### config.mk
export PLATFORM = sky130hd
export DESIGN_NAME = class_arbiter
export DESIGN_NICKNAME = d
export VERILOG_FILES = /design/src/rtl/class_arbiter.sv
export SDC_FILE = /design/constraint.sdc
export NUM_CORES = 1
export LEC_CHECK = 0
export CORE_UTILIZATION = 39
export DETAILED_ROUTE_END_ITERATION = 16
export PLACE_DENSITY = 0.76
export SYNTH_ARGS = -nofsm -noshare
export SYNTH_HDL_FRONTEND = slang
export SYNTH_SLANG_ARGS = --single-unit
### constraint.sdc
create_clock -name clk -period 2.4 [get_ports clk]
set_input_delay 0.48 -clock clk [delete_from_list [all_inputs] [get_ports clk]]
set_output_delay 0.48 -clock clk [all_outputs]
set_load 0.01 [all_outputs]
### src/rtl/class_arbiter.sv
// Purpose: weighted round-robin merge of two first-word-fall-through class FIFOs into one stream.
// Latency: 1 cycle from pop to registered out/valid_out/class_out.
// Backpressure: af_down=1 suppresses every pop in the same cycle; the burst state is held.
module class_arbiter #(
    parameter int DATA_SIZE = 10,
    parameter int WEIGHT0   = 2,
    parameter int WEIGHT1   = 4,
    parameter int CNT_SIZE  = 3
) (
    input  logic                 clk,
    input  logic                 reset,
    input  logic [DATA_SIZE-1:0] in0,
    input  logic                 empty0,
    output logic                 pop0,
    input  logic [DATA_SIZE-1:0] in1,
    input  logic                 empty1,
    output logic                 pop1,
    input  logic                 af_down,
    output logic [DATA_SIZE-1:0] out,
    output logic                 valid_out,
    output logic                 class_out
);

    typedef enum logic [1:0] {
        IDLE   = 2'd0,
        SERVE0 = 2'd1,
        SERVE1 = 2'd2
    } state_t;

    // Burst quotas in counter width so the comparisons are width-matched.
    localparam logic [CNT_SIZE-1:0] W0_C = CNT_SIZE'(WEIGHT0);
    localparam logic [CNT_SIZE-1:0] W1_C = CNT_SIZE'(WEIGHT1);
    localparam logic [CNT_SIZE-1:0] ONE_C = CNT_SIZE'(1);

    state_t                state_q, state_d;
    logic [CNT_SIZE-1:0]   cnt_q, cnt_d;
    logic [DATA_SIZE-1:0]  out_q, out_d;
    logic                  valid_q, valid_d;
    logic                  class_q, class_d;

    logic                  grant0;
    logic                  grant1;
    logic                  cont_burst;

    // Grant selection: continue the current burst while the quota allows,
    // otherwise prefer the other class, falling back to a restart of the same one.
    always_comb begin
        grant0     = 1'b0;
        grant1     = 1'b0;
        cont_burst = 1'b0;
        if (!af_down) begin
            unique case (state_q)
                IDLE: begin
                    if (!empty1) begin
                        grant1 = 1'b1;
                    end else if (!empty0) begin
                        grant0 = 1'b1;
                    end
                end
                SERVE0: begin
                    if (!empty0 && (cnt_q < W0_C)) begin
                        grant0     = 1'b1;
                        cont_burst = 1'b1;
                    end else if (!empty1) begin
                        grant1 = 1'b1;
                    end else if (!empty0) begin
                        grant0 = 1'b1;
                    end
                end
                SERVE1: begin
                    if (!empty1 && (cnt_q < W1_C)) begin
                        grant1     = 1'b1;
                        cont_burst = 1'b1;
                    end else if (!empty0) begin
                        grant0 = 1'b1;
                    end else if (!empty1) begin
                        grant1 = 1'b1;
                    end
                end
                default: begin
                    grant0 = 1'b0;
                    grant1 = 1'b0;
                end
            endcase
        end
    end

    // Pops follow the grants but are forced low while reset is asserted,
    // independent of any clock edge.
    assign pop0 = grant0 & reset;
    assign pop1 = grant1 & reset;

    // Next-state, burst counter and output register updates.
    always_comb begin
        state_d = state_q;
        cnt_d   = cnt_q;
        out_d   = out_q;
        valid_d = 1'b0;
        class_d = class_q;
        if (grant0 || grant1) begin
            valid_d = 1'b1;
            class_d = grant1;
            out_d   = grant1 ? in1 : in0;
            if (cont_burst) begin
                cnt_d = cnt_q + ONE_C;
            end else begin
                state_d = grant1 ? SERVE1 : SERVE0;
                cnt_d   = ONE_C;
            end
        end else if (empty0 && empty1) begin
            state_d = IDLE;
            cnt_d   = '0;
        end
        // Remaining case: blocked only by af_down, state and count hold.
        if (state_q != IDLE && state_q != SERVE0 && state_q != SERVE1) begin
            state_d = IDLE;
            cnt_d   = '0;
        end
    end

    // State and datapath registers with asynchronous active-low reset.
    always_ff @(posedge clk or negedge reset) begin
        if (!reset) begin
            state_q <= IDLE;
            cnt_q   <= '0;
            out_q   <= '0;
            valid_q <= 1'b0;
            class_q <= 1'b0;
        end else begin
            state_q <= state_d;
            cnt_q   <= cnt_d;
            out_q   <= out_d;
            valid_q <= valid_d;
            class_q <= class_d;
        end
    end

    assign out       = out_q;
    assign valid_out = valid_q;
    assign class_out = class_q;

endmodule

=== After elaboration in Yosys (flattened, before gate mapping) ===
Cells that the tools add are included.

* Add/subtract/negate cells: 1
* $lt $le $gt $ge: 2
* Equality and inequality tests: 5
* Muxes and demuxes: 27
* Bitwise logic cells: 2
* Reductions and logical operators: 12

{| class="wikitable"
|+ Operators by type and width
! kind !! number
|-
| 1-bit two-way mux || 14
|-
| 3-bit two-way mux || 4
|-
| 10-bit two-way mux || 1
|-
| 2-bit two-way mux || 5
|-
| 1-bit case mux with 3 select lines || 2
|-
| 1-bit logical AND || 5
|-
| 3-bit by 1-bit adder with 3-bit output, second input constant || 1
|-
| 3-bit by 2-bit < comparator with 1-bit output, second input constant || 1
|-
| 3-bit < comparator, second input constant || 1
|-
| 3-bit by 2-bit != test with 1-bit output, second input constant || 1
|-
| 3-bit nonzero test || 1
|-
| 1-bit bitwise AND || 2
|-
| 2-bit by 1-bit equality test with 1-bit output, second input constant || 1
|-
| 2-bit equality test, second input constant || 1
|-
| 1-bit logical NOT || 2
|-
| 2-bit logical NOT || 1
|-
| 2-bit by 1-bit != test with 1-bit output, second input constant || 1
|-
| 2-bit != test, second input constant || 1
|-
| 1-bit case mux with 2 select lines || 1
|-
| 2-bit AND reduction || 1
|-
| 2-bit nonzero test || 1
|-
| 1-bit logical OR || 1
|}

* Register bits after elaboration: 17
* Bits of input ports: 25
* Output and inout bits: 14
* Logic and storage cells: 54

=== Depth between registers and ports, before layout ===
* Depth in word-level cells: 9
* Depth in mapped cells: 8
* Gate-level depth less buffers: 7

=== Worst setup path after synthesis ===
OpenSTA, ideal clock, no wires.

* Path type: reg2out
* Start point: register state_q[1]
* End point: output port pop0
* Arrival time: 1.911 ns
* Required time: 1.920 ns
* Slack: 0.009 ns
* Cell stages (with the launch flop): 7
* Buffers on the path: 1
* Path through: dfrtp_1 inv_1 ha_1 or3b_4 a211oi_4 buf_2 and2_1

* Cells in the longest elaborated chain, start to end: 4
* Elaborated cells between the ends (all ways): 6
* Those cells by class: eq/ne (2); mux (2); bitwise (1); reduce/logical (1)

{| class="wikitable"
|+ Ends and longest elaborated chain
! item !! line !! source
|-
| start: declaration || 35 || <nowiki>state_t state_q, state_d;</nowiki>
|-
| start signal: assignment || 130 || <nowiki>state_q <= state_d;</nowiki>
|-
| 2-bit equality test (tied with other cells) || 52 || <nowiki>unique case (state_q)</nowiki>
|-
| 1-bit case mux with 3 select lines (*) || 52 ||
|-
| 1-bit two-way mux (*) || 51 || <nowiki>if (!af_down) begin</nowiki>
|-
| 1-bit bitwise AND (*) || 90 || <nowiki>assign pop0 = grant0 & reset;</nowiki>
|-
| end: declaration || 14 || <nowiki>output logic pop0,</nowiki>
|}

Every way passes the cells marked *; elsewhere a longest branch is shown, timed or not.

=== Worst setup path in the final report ===
Same ends and word-level chain as after synthesis.

==> impl_metrics.env <==
export IMPL_syn_inst=98
export IMPL_die_height_um=52.8
export IMPL_hold_path_end="class_out$_DFFE_PN0P_"
export IMPL_cts_sinks=17
export IMPL_worstRegToRegCells=8
export IMPL_tightestPinTransition_ns=0.236
export IMPL_dpl_hpwl_um=1900
export IMPL_hold_class="reg2reg"
export IMPL_grt_ovfl_total=0
export IMPL_die_area_mm2=0.00279
export IMPL_final_core_util_pct=67.5
export IMPL_rsz0062_at_grt="yes"
export IMPL_synth_top_area_cell="dfrtp_1"
export IMPL_syn_nets=129
export IMPL_routed_wl_um=2510
export IMPL_detail_route_iter0_violations=9
export IMPL_cts_tree="built"
export IMPL_synth_top_cells_by_area="dfrtp_1 (42%), mux2i_1 (11%), ha_1 (7.5%)"
export IMPL_synth_warnings=0
export IMPL_skew_ns=0.00301
export IMPL_rows=18
export IMPL_slowest_delay_ns=0.45
export IMPL_hold_viol=0
export IMPL_holdPathStages=2
export IMPL_synth_edff_count=0
export IMPL_drt_first_pass_iters=4
export IMPL_path_class="reg2out"
export IMPL_cp_num_buf_inv=2
export IMPL_cts_max_level=1
export IMPL_syn_area_per_cell_um2=10.3
export IMPL_grt_pass1_vias=907
export IMPL_cp_depth=6
export IMPL_maxCapViolations=0
export IMPL_r2r_setup_slack_ns=0.10
export IMPL_dr_wl_met2_um=1280
export IMPL_synth_common_cells="dfrtp_1 (17), nand2_1 (15), o21ai_0 (12)"
export IMPL_crit_start="state_q[1]$_DFFE_PN0P_"
export IMPL_start_util_pct=41.0
export IMPL_place_gp_congestion=0.827
export IMPL_ys_ff_latch=17
export IMPL_async_reset_ff_share_pct=100
export IMPL_grt_max_degree=24
export IMPL_core_area_mm2=0.00245
export IMPL_clk_latency_ns=0.29
export IMPL_yosysTopAreaCellShare_pct=42.3
export IMPL_port_buffers=38
export IMPL_critPathMaxFanout=4
export IMPL_min_period_ns=2.35
export IMPL_finalSetupViolations=0
export IMPL_clk_path_buf_depth=2
export IMPL_antenna_found_initial=0
export IMPL_synth_most_common_cell="dfrtp_1"
export IMPL_path_clk_slew_ns=0.09
export IMPL_drc=0
export IMPL_synthFlopType="dfrtp_1"
export IMPL_status="completed"
export IMPL_cpMaxStageDelayCell="dfrtp_2"
export IMPL_grt_use_total_pct=19.5
export IMPL_crit_chain="inv_2 -> ha_4 -> or3b_4 -> a211oi_4 -> and2_1 -> buf_2"
export IMPL_ys_types=31
export IMPL_stdcell_area_mm2=0.00166
export IMPL_whs_ns=0.551
export IMPL_final_antenna_net_count=0
export IMPL_dr_total_vias=955
export IMPL_ir_worst_vdd_v=0.000641
export IMPL_hp_start="class_out$_DFFE_PN0P_"
export IMPL_drive_gt1_share_pct=29.7
export IMPL_p_per_area_mw_per_mm2=993
export IMPL_end_kind="primary output"
export IMPL_top_layer_used="met4"
export IMPL_r2r_start="state_q[1]$_DFFE_PN0P_"
export IMPL_fin_nets=190
export IMPL_arrival_ns=1.87
export IMPL_critPathLaunchType="register"
export IMPL_fin_crit_sh_pct=97.9
export IMPL_synth_area_mm2=0.00101
export IMPL_cellLeakagePower_nw=0.702
export IMPL_numCtsBuffers=3
export IMPL_synthToLayoutAreaGrowth_pct=64.7
export IMPL_wl_met1_um=1040
export IMPL_clock_fmax_ghz=0.426
export IMPL_wire_per_inst_um=13.3
export IMPL_io_pins=39
export IMPL_critPathTopFamily="simple AND/OR/NAND/NOR gates"
export IMPL_yosysSeqAreaShare_pct=42.3
export IMPL_grt_pass1_wl_um=3900
export IMPL_required_ns=1.92
export IMPL_diodes=0
export IMPL_die_width_um=52.8
export IMPL_r2r_end="state_q[0]$_DFFE_PN0P_"
export IMPL_max_slew_margin_rel_pct=84.2
export IMPL_report_final_slew_viol_count=0
export IMPL_dpl_cell_area_mm2=0.00155
export IMPL_wl_met3_um=164
export IMPL_vias_per_cell=5.08
export IMPL_cts_root_buffer="clkbuf_4"
[report_power, final]
part | internal (W) | switching, W
sequential | 0.000411 | 0.0000890
combinational | 0.000574 | 0.000422
clock | 0.0000646 | 0.0000856
[through the flow]
step / cells / worst slack [ns] / total power [W] / setup TNS [ns]
3_3_place_gp: 181 / -0.476 / 0.00135 / -1.22
5_1_grt: 188 / -0.0448 / 0.00177 / -0.0691
2_1_floorplan: 98 / 0.00926 / 0.000934 / 0
3_5_place_dp: 181 / -0.510 / 0.00137 / -1.61
4_1_cts: 188 / -0.0605 / 0.00156 / -0.0605
6_report: 188 / 0.0513 / 0.00165 / 0
[tightest hold or removal path, delay by kind of cell (launching register included)]
family | cells | cell delay (ns)
AO/OA/AOI/OAI | 1 | 0.07
buffers and inverters | 1 | 0.05
flip-flops | 1 | 0.39
[worst max-delay path by stage]
stage	endpoint	slack, ns
2_1_floorplan	pop0	0.009
5_1_grt	pop0	-0.04
3_5_place_dp	pop1	-0.51
3_3_place_gp	pop1	-0.48
6_report	pop0	0.05
4_1_cts	pop1	-0.06
[cell usage in the layout (no fill, tap or decap), types with 2 or more instances in the layout]
master and n:
clkdlybuf4s50_1 35, clkbuf_4 3, inv_2 2, ha_4 2, ha_1 3, o21ai_0 12
a21oi_1 4, buf_6 2, nand3_1 2, nand2_1 15, or3b_4 2, dfrtp_2 2
buf_4 20, mux2i_1 11, dfrtp_1 15
[routing by layer]
layer	track usage, %	vias to the layer above
met5	0	-
met4	9.21	0
met3	3.77	4
met2	33.8	35
met1	22.8	443
li1	-	473
[final cells by class]
type	instances	area [um2]
Tap cell	30	37.5
Timing Repair Buffer	59	537
Multi-Input combinational cell	75	617
Clock buffer	4	26.3
Fill cell	187	798
Sequential cell	17	428
Inverter	3	11.3
[flip-flops by register name, summed over array words and instances, names as in the netlist]
name and flops:
class_out 1, cnt_q 3, out 10, state_q 2
valid_out 1
[cell families (layout without fill, tap and decap cells)]
logic type               count (synthesis)  after routing  share of synthesized area, %
AND/OR/NAND/NOR                         31             31                          16.2
buffers and inverters                    6             66                          2.36
AO/OA/AOI/OAI                           27             27                          20.8
adder cells (fa/ha/maj)                  6              6                          7.46
flip-flops                              17             17                          42.3
multiplexers                            11             11                          10.9
[timing repair]
action,CTS,global route
pin swaps,5,3
buffers inserted,3,0
endpoints found under the setup margin,2,4
hold buffers,0,0
resized for setup,11,17
gates cloned,0,0
No activity file was read; power rests on OpenSTA's default activity.
